[src/rtl/instr_prefetch.sv]
// rtl/instr_prefetch.sv - sequential instruction prefetcher with in-order fetch queue
module instr_prefetch #(
    parameter logic [18:0] RESET_PC = 19'h100,
    parameter int          DEPTH    = 4,
    parameter logic [18:0] PC_INC   = 19'h4
) (
    input  logic        clk,
    input  logic        reset_n,
    output logic        imem_req_o,
    output logic [18:0] imem_addr_o,
    input  logic        imem_gnt_i,
    input  logic        imem_rvalid_i,
    input  logic [18:0] imem_rdata_i,
    input  logic        redirect_i,
    input  logic [18:0] redirect_pc_i,
    input  logic        halt_i,
    output logic        instr_valid_o,
    input  logic        instr_ready_i,
    output logic [18:0] instr_o,
    output logic [18:0] instr_pc_o,
    output logic        halted_o
);

    localparam int IDX_W = $clog2(DEPTH);
    localparam int PTR_W = IDX_W + 1;
    localparam logic [PTR_W:0] CRED_LIM = (PTR_W + 1)'(DEPTH);

    typedef enum logic [1:0] {
        ST_BOOT,
        ST_RUN,
        ST_HALT
    } state_t;

    state_t state;
    state_t state_nxt;

    logic [18:0] fetch_pc;
    logic [18:0] pc_mem   [DEPTH];
    logic [18:0] data_mem [DEPTH];

    // Pointers carry one wrap bit so full and empty are distinguishable.
    logic [PTR_W-1:0] alloc_ptr;
    logic [PTR_W-1:0] fill_ptr;
    logic [PTR_W-1:0] read_ptr;
    logic [PTR_W-1:0] discard_cnt;

    logic [PTR_W-1:0] allocated;
    logic [PTR_W-1:0] in_flight;
    logic [PTR_W-1:0] in_flight_nxt;
    logic             credit_ok;
    logic             gnt_acc;
    logic             rv_acc;
    logic             rv_drop;
    logic             wr;
    logic             pop;

    logic [PTR_W-1:0] read_nxt;
    logic [PTR_W-1:0] fill_nxt;
    logic [IDX_W-1:0] head_idx;
    logic             head_valid_nxt;
    logic [18:0]      head_data_nxt;
    logic [18:0]      head_pc_nxt;

    assign allocated     = alloc_ptr - read_ptr;
    assign in_flight     = (alloc_ptr - fill_ptr) + discard_cnt;
    assign credit_ok     = ({1'b0, allocated} + {1'b0, discard_cnt}) < CRED_LIM;
    assign gnt_acc       = imem_req_o & imem_gnt_i;
    assign rv_acc        = imem_rvalid_i & (in_flight != '0);
    assign rv_drop       = rv_acc & ((discard_cnt != '0) | redirect_i);
    assign wr            = rv_acc & ~rv_drop;
    assign pop           = instr_valid_o & instr_ready_i;
    assign in_flight_nxt = in_flight + PTR_W'(gnt_acc) - PTR_W'(rv_acc);
    assign imem_addr_o   = fetch_pc & 19'h7FFFE;

    always_comb begin
        state_nxt  = state;
        imem_req_o = 1'b0;
        halted_o   = 1'b0;
        case (state)
            ST_BOOT: state_nxt = ST_RUN;
            ST_RUN: begin
                imem_req_o = ~halt_i & credit_ok;
                // Only park once every outstanding response, stale or not, has returned.
                if (halt_i && (in_flight_nxt == '0)) begin
                    state_nxt = ST_HALT;
                end
            end
            ST_HALT: begin
                halted_o = 1'b1;
                if (!halt_i) begin
                    state_nxt = ST_RUN;
                end
            end
            default: state_nxt = ST_BOOT;
        endcase
    end

    always_ff @(posedge clk or negedge reset_n) begin
        if (!reset_n) begin
            state <= ST_BOOT;
        end else begin
            state <= state_nxt;
        end
    end

    // Next head of queue, with a bypass so a response into an empty queue shows up next cycle.
    always_comb begin
        read_nxt       = read_ptr + PTR_W'(pop);
        fill_nxt       = fill_ptr + PTR_W'(wr);
        head_idx       = read_nxt[IDX_W-1:0];
        head_valid_nxt = (fill_nxt != read_nxt) & ~redirect_i;
        head_pc_nxt    = pc_mem[head_idx];
        head_data_nxt  = data_mem[head_idx];
        if (wr && (fill_ptr == read_nxt)) begin
            head_data_nxt = imem_rdata_i;
        end
    end

    always_ff @(posedge clk or negedge reset_n) begin
        if (!reset_n) begin
            fetch_pc <= RESET_PC;
        end else if (redirect_i) begin
            fetch_pc <= redirect_pc_i & 19'h7FFFE;
        end else if (gnt_acc) begin
            fetch_pc <= fetch_pc + PC_INC;
        end
    end

    always_ff @(posedge clk or negedge reset_n) begin
        if (!reset_n) begin
            for (int i = 0; i < DEPTH; i++) begin
                pc_mem[i]   <= '0;
                data_mem[i] <= '0;
            end
            alloc_ptr     <= '0;
            fill_ptr      <= '0;
            read_ptr      <= '0;
            discard_cnt   <= '0;
            instr_valid_o <= 1'b0;
            instr_o       <= '0;
            instr_pc_o    <= '0;
        end else begin
            if (gnt_acc) begin
                pc_mem[alloc_ptr[IDX_W-1:0]] <= fetch_pc;
            end
            if (wr) begin
                data_mem[fill_ptr[IDX_W-1:0]] <= imem_rdata_i;
            end
            if (redirect_i) begin
                // Everything still outstanding, including this cycle's grant, becomes stale.
                alloc_ptr   <= '0;
                fill_ptr    <= '0;
                read_ptr    <= '0;
                discard_cnt <= in_flight_nxt;
            end else begin
                alloc_ptr <= alloc_ptr + PTR_W'(gnt_acc);
                fill_ptr  <= fill_nxt;
                read_ptr  <= read_nxt;
                if (rv_drop) begin
                    discard_cnt <= discard_cnt - 1'b1;
                end
            end
            instr_valid_o <= head_valid_nxt;
            if (head_valid_nxt) begin
                instr_o    <= head_data_nxt;
                instr_pc_o <= head_pc_nxt;
            end
        end
    end

endmodule

[config.mk]
export PLATFORM = sky130hd
export DESIGN_NAME = instr_prefetch
export DESIGN_NICKNAME = d
export VERILOG_FILES = /design/src/rtl/instr_prefetch.sv
export SDC_FILE = /design/constraint.sdc
export NUM_CORES = 1
export LEC_CHECK = 0
export ABC_AREA = 1
export ABC_CLOCK_PERIOD_IN_PS = 5290
export CORE_MARGIN = 2
export CORE_UTILIZATION = 40
export DETAILED_ROUTE_END_ITERATION = 8
export PLACE_DENSITY = 0.61
export SKIP_LAST_GASP = 1
export SYNTH_ARGS = -nofsm -noshare
export SYNTH_HDL_FRONTEND = slang
export SYNTH_SLANG_ARGS = --single-unit
export TNS_END_PERCENT = 5
[constraint.sdc]
create_clock -name clk -period 5.29 [get_ports clk]
set_input_delay 1.058 -clock clk [delete_from_list [all_inputs] [get_ports clk]]
set_output_delay 1.058 -clock clk [all_outputs]
set_load 0.1 [all_outputs]
# After elaboration in Yosys (flattened, before gate mapping)
# Cells that the tools add are included.
# op_classes
n_bitwise,14
reduce_logical,11
n_eq_ne,6
add_sub_neg,11
muxes,25
magnitude_cmp,6
# ops
op,count
$mux W19,9
$bwmux W76,2
$bmux W19 S2,2
$demux W19 S2,2
$add A19 B3 Y19 const B,1
$mux W3,5
$add A3 B1 Y3,4
$ge A3 B3 Y1 const B,3
$not A2 Y3,3
$and A1 B1 Y1,7
$lt A3 B1 Y1 const B,2
$pmux W2 S3,1
$reduce_bool A3 Y1,2
$sub A3 B3 Y3,2
$add A3 B3 Y4,1
$logic_and A1 B1 Y1,4
$lt A4 B3 Y1 const B,1
$mux W2,2
$ne A2 B2 Y1 const B,2
$reduce_bool A2 Y1,2
$add A3 B3 Y3,1
$eq A3 B3 Y1,1
$logic_not A3 Y1,1
$ne A3 B3 Y1,1
9 further kinds,12
# word_totals
reg_bits,224
inputBits,45
word_cells,90

# Depth between registers and ports, before layout
# logic_depth
word_depth,12
mapped_depth,24

# Worst setup path before layout
# OpenSTA, ideal clock, no wires.
# synth_path
path_kind,flip-flop to flip-flop
from,reg alloc_ptr[0]
to,reg state[0]
arrival_ns,5.308
path_slack_ns,-0.145
path_buffers,0
t_required_ns,5.163
period_less_slack_ns,5.435
setup_time_ns,0.127
stages_incl_launch_ff,20
cell_sequence,dfrtp_1 -> inv_1 -> ha_1 -> inv_1 -> fa_1 -> xnor2_1 -> xor2_1 -> ha_1 -> nor4_2 -> nand2_2 -> ha_1 -> inv_1 -> ha_1 -> inv_1 -> fa_1 -> xnor2_1 -> nand3_1 -> nand2_1 -> a21oi_1 -> or2_2
# synth_via
elab_chain_cells,12
word_cells_on_any_way,16
cone_classes,add/sub (6); order compare (1); eq/ne (1); mux (1); bitwise (3); reduce/logical (4)
# synth_lines
element,line,source
from (decl),42,logic [PTR_W-1:0] alloc_ptr;
from (signal assigned),156,alloc_ptr <= alloc_ptr + PTR_W'(gnt_acc);
$sub A3 B3 Y3,64,assign allocated = alloc_ptr - read_ptr;
$add A3 B3 Y4,66,"assign credit_ok = ({1'b0, allocated} + {1'b0, discard_cnt}) < CRED_LIM;"
$lt A4 B3 Y1,66,
$and A1 B1 Y1,82,imem_req_o = ~halt_i & credit_ok;
$mux W1,79,case (state)
named net imem_req_o,9,"output logic imem_req_o,"
$and A1 B1 Y1,67,assign gnt_acc = imem_req_o & imem_gnt_i;
$add A3 B1 Y3,72,assign in_flight_nxt = in_flight + PTR_W'(gnt_acc) - PTR_W'(rv_acc);
$sub A3 B1 Y3,72,
$logic_not A3 Y1,84,if (halt_i && (in_flight_nxt == '0)) begin
$logic_and A1 B1 Y1,84,
$ne A2 B2 Y1 (no source line),--,
$reduce_and A2 Y1 (no source line),--,
to (signal assigned),102,state <= state_nxt;
to (decl),34,state_t state;
# The timed path passes the listed nets, and every way through them passes these cells.
# A chain may end at the register's enable or synchronous reset.

# Worst setup path in the final report
# layout_path
from,reg alloc_ptr[1]
to,reg instr_o[17]
# layout_via
elab_chain_cells,10
word_cells_on_any_way,12
cone_classes,add/sub (3); eq/ne (1); mux (1); bitwise (5); reduce/logical (2)
# layout_lines
element,line,source
$sub A3 B3 Y3 *,65,assign in_flight = (alloc_ptr - fill_ptr) + discard_cnt;
$add A3 B3 Y3 *,65,
$reduce_bool A3 Y1 *,68,assign rv_acc = imem_rvalid_i & (in_flight != '0);
$and A1 B1 Y1 *,68,
$and A1 B1 Y1,69,assign rv_drop = rv_acc & ((discard_cnt != '0) | redirect_i);
$not A1 Y1,70,assign wr = rv_acc & ~rv_drop;
$and A1 B1 Y1 *,70,
$add A3 B1 Y3,109,fill_nxt = fill_ptr + PTR_W'(wr);
$ne A3 B3 Y1,111,head_valid_nxt = (fill_nxt != read_nxt) & ~redirect_i;
$and A1 B1 Y1,111,
to (signal assigned),165,instr_o <= head_data_nxt;
to (decl),19,"output logic [18:0] instr_o,"
# Every way passes the cells marked *; elsewhere a longest branch is shown, timed or not.

==> flow_summary.json <==
{
  "status": "completed",
  "synth_top_flop_cell": "sky130_fd_sc_hd__dfrtp_1",
  "chipHeight_um": 164.1,
  "vdd.ir_drop.worst_mv": 0.2932,
  "layout.cell_area.non_filler_mm2": 0.01224,
  "htree_levels": 1,
  "drc_viols": 0,
  "post-synth-top-area-fraction_pct": 52.98,
  "critical_path.endpoint_type": "flip-flop",
  "die_area_mm2": 0.02692,
  "hold_buffers": 0,
  "rsz0062_at_grt": "false",
  "mostFrequentLayoutCell": "sky130_fd_sc_hd__nand2_1",
  "power_per_standard_cell_area_mw_per_mm2": 554.2,
  "antenna_found_initial": 0,
  "power.static_leakage_nw": 5.891,
  "post_cts_repair_timing_setup_buffer_count": 0,
  "clock_input_transition_at_the_sequential_cells_of_the_worst_setup_and_hold_paths_ps": 60,
  "report.final.setup_viol": 0,
  "initial_core_util_pct": 40.70,
  "maxSlewHeadroom_pct": 32.59,
  "most-common-layout-cells": "358 x sky130_fd_sc_hd__nand2_1, 217 x sky130_fd_sc_hd__dfrtp_1, 179 x sky130_fd_sc_hd__o21ai_0",
  "critical_path_class": "reg2reg",
  "synth.area.top_cells": "sky130_fd_sc_hd__dfrtp_1 53%, sky130_fd_sc_hd__nand2_1 13%, sky130_fd_sc_hd__o21ai_0 8.7%",
  "place.port_buffers": 101,
  "tritoncts": "done",
  "grt_max_degree": 115,
  "worst_skew_late_latency_ps": 520,
  "final_period_utilization_pct": 78.61,
  "final_net_count": 1366,
  "route.antenna.remaining_nets": 0,
  "clk_root_buffer_cell": "sky130_fd_sc_hd__clkbuf_16",
  "fin_ws_ps": 1131,
  "hold_violations": 0,
  "post_drt_wl_per_cell_um": 15.09,
  "cts-root-to-sink-buffers": 3,
  "top_level_ports": 105,
  "synth_edf_count": 0,
  "netlist.top_cell.by_area": "sky130_fd_sc_hd__dfrtp_1",
  "postCtsResizedCells": 0,
  "path_max_fanout": 38,
  "period_needed_ps": 4159,
  "place_area_mm2": 0.01144,
  "dp.cells": 1604,
  "n_diodes": 0,
  "cts.sink_count": 218,
  "hold_slack_ps": 469.7,
  "detail_route.first_pass.iterations": 7,
  "synthDistinctLibCells": 35,
  "detailed_placement_hpwl_um": 14890,
  "finalWeightedCongestion": 0.7671,
  "preCtsSetupSlack_ps": 1147,
  "critPathLaunchType": "flip-flop",
  "maxCapViolations": 0,
  "drive_above_1_share_pct": 5.399,
  "required_worst_endpoint_ps": 5740,
  "slew_violations": 0,
  "yosys_warnings": 0,
  "fin_skew_ps": 16.18,
  "finalNonFillerCells": 1645,
  "num_vias": 8213,
  "max_freq_ghz": 0.2405,
  "syn2layout_area_growth_pct": 19.45,
  "worst-endpoint-arrival_ps": 4600,
  "post_synth_inst_count": 1231,
  "n_fill_cell": 2466,
  "postSynthRegisterBits": 218,
  "async_flop_share_pct": 100.0,
  "grt_overflow": 0,
  "die_width_um": 164.1,
  "design.core.area_mm2": 0.02518,
  "vias_per_cell": 4.993,
  "grt_usage_pct": 19.01,
  "vias_in_the_first_global_route": 7963,
  "setup_total_negative_slack_ps": 0,
  "tightest_slew_ps": 1008,
  "synth-seq-area-share_pct": 53.24,
  "grt_first_pass_wirelength_um": 41330,
  "drt_first_iter_violations": 564,
  "cts_bufs_inserted": 25,
  "postSynthAreaPerCell_um2": 8.325,
  "placementRows": 58,
  "wl_um": 24820,
  "syn-cell-area_mm2": 0.01025,
  "hold_path.class": "reg2reg"
}
-- cell families (layout without fill, tap and decap cells) --
family                   Yosys count  in the layout  share of synthesized area (%)
AO/OA/AOI/OAI                    294            294                          15.10
XOR/XNOR                          19             19                          1.624
adder cells (fa/ha/maj)           20             20                          2.735
buffers and inverters            166            249                          6.995
flip-flops                       218            218                          53.24
other                              1              2                        0.03659
AND/OR/NAND/NOR                  513            513                          20.27
-- area by class of cell --
type                    instances  area (µm²)  area share (%)
flip-flops and latches        218        5456           44.57
multi-input cells             848        4105           33.53
repair buffers                112        1107           9.045
clock buffers                  33       705.7           5.765
well taps                     330       412.9           3.373
inverters                      96       360.3           2.944
clock inverters                 8       93.84          0.7666
-- routing by layer --
metal / vias to the layer above / track usage [%] / wire length (µm)
li1: 4140 / - / -
met3: 32 / 2.121 / 1023
met1: 3865 / 27.76 / 12060
met5: - / 0 / 0
met2: 176 / 30.37 / 11270
met4: 0 / 4.585 / 458
-- critical path, cell delays in order (launching register included) --
cell                      delay, ps
sky130_fd_sc_hd__dfrtp_1        490
sky130_fd_sc_hd__inv_1          160
sky130_fd_sc_hd__fa_1           560
sky130_fd_sc_hd__inv_1           60
sky130_fd_sc_hd__fa_1           440
sky130_fd_sc_hd__inv_1           60
sky130_fd_sc_hd__nand3_1         90
sky130_fd_sc_hd__nand3_1        140
sky130_fd_sc_hd__nand3_2        160
sky130_fd_sc_hd__nand3_4        130
sky130_fd_sc_hd__inv_1           60
sky130_fd_sc_hd__ha_1           180
sky130_fd_sc_hd__ha_1           210
sky130_fd_sc_hd__xnor2_1        220
sky130_fd_sc_hd__xnor2_1        150
sky130_fd_sc_hd__a31oi_4        170
sky130_fd_sc_hd__buf_4          460
sky130_fd_sc_hd__nand3_1        220
sky130_fd_sc_hd__nand2_1         90
-- through the flow --
step / utilization, % / total power, mW
6_report: 48.61 / 6.784
2_1_floorplan: - / 4.427
3_3_place_gp: 45.44 / 5.097
5_1_grt: 48.61 / 7.213
3_5_place_dp: 45.44 / 5.125
4_1_cts: 48.61 / 6.846
-- state kept, by name (all words and copies together) (netlist names) --
name           count
alloc_ptr          3
data_mem          76
discard_cnt        3
fetch_pc          18
fill_ptr           3
instr_o           19
instr_pc_o        18
instr_valid_o      1
pc_mem            72
read_ptr           3
state              2
-- cells in the mapped netlist (all sizes together) (7+ instances only) --
master	n
o22ai	38
xor2	12
o21ai	240
nand3	42
xnor2	7
nand2	359
clkbuf	45
o211ai	10
dfrtp	217
buf	25
inv	96
nor2	101
ha	16
-- worst paths after layout --
path | startpoint | endpoint | slack, ps | depth (start not counted)
setup / recovery | alloc_ptr[1]$_DFF_PN0_ | instr_o[17]$_DFFE_PN0P_ | 1130 | 18
hold / removal | instr_pc_o[12]$_DFFE_PN0P_ | instr_pc_o[12]$_DFFE_PN0P_ | 470 | 2
setup reg to reg | alloc_ptr[1]$_DFF_PN0_ | instr_o[17]$_DFFE_PN0P_ | 1130 | 18
hold reg to reg | instr_pc_o[12]$_DFFE_PN0P_ | instr_pc_o[12]$_DFFE_PN0P_ | 470 | 2
max in group asynchronous | reset_n | pc_mem[52]$_DFFE_PN0P_ | 3500 | 2
min in group asynchronous | reset_n | instr_o[4]$_DFFE_PN0P_ | 690 | 1
-- power by group --
group	leakage, nW	total, mW	switching (mW)	internal [mW]
registers	2.91	2.25	0.217	2.04
clock network	0.400	1.69	0.670	1.02
logic	2.58	2.84	2.05	0.790
total	5.89	6.78	2.93	3.85
Power figures use the tool's default switching activity.
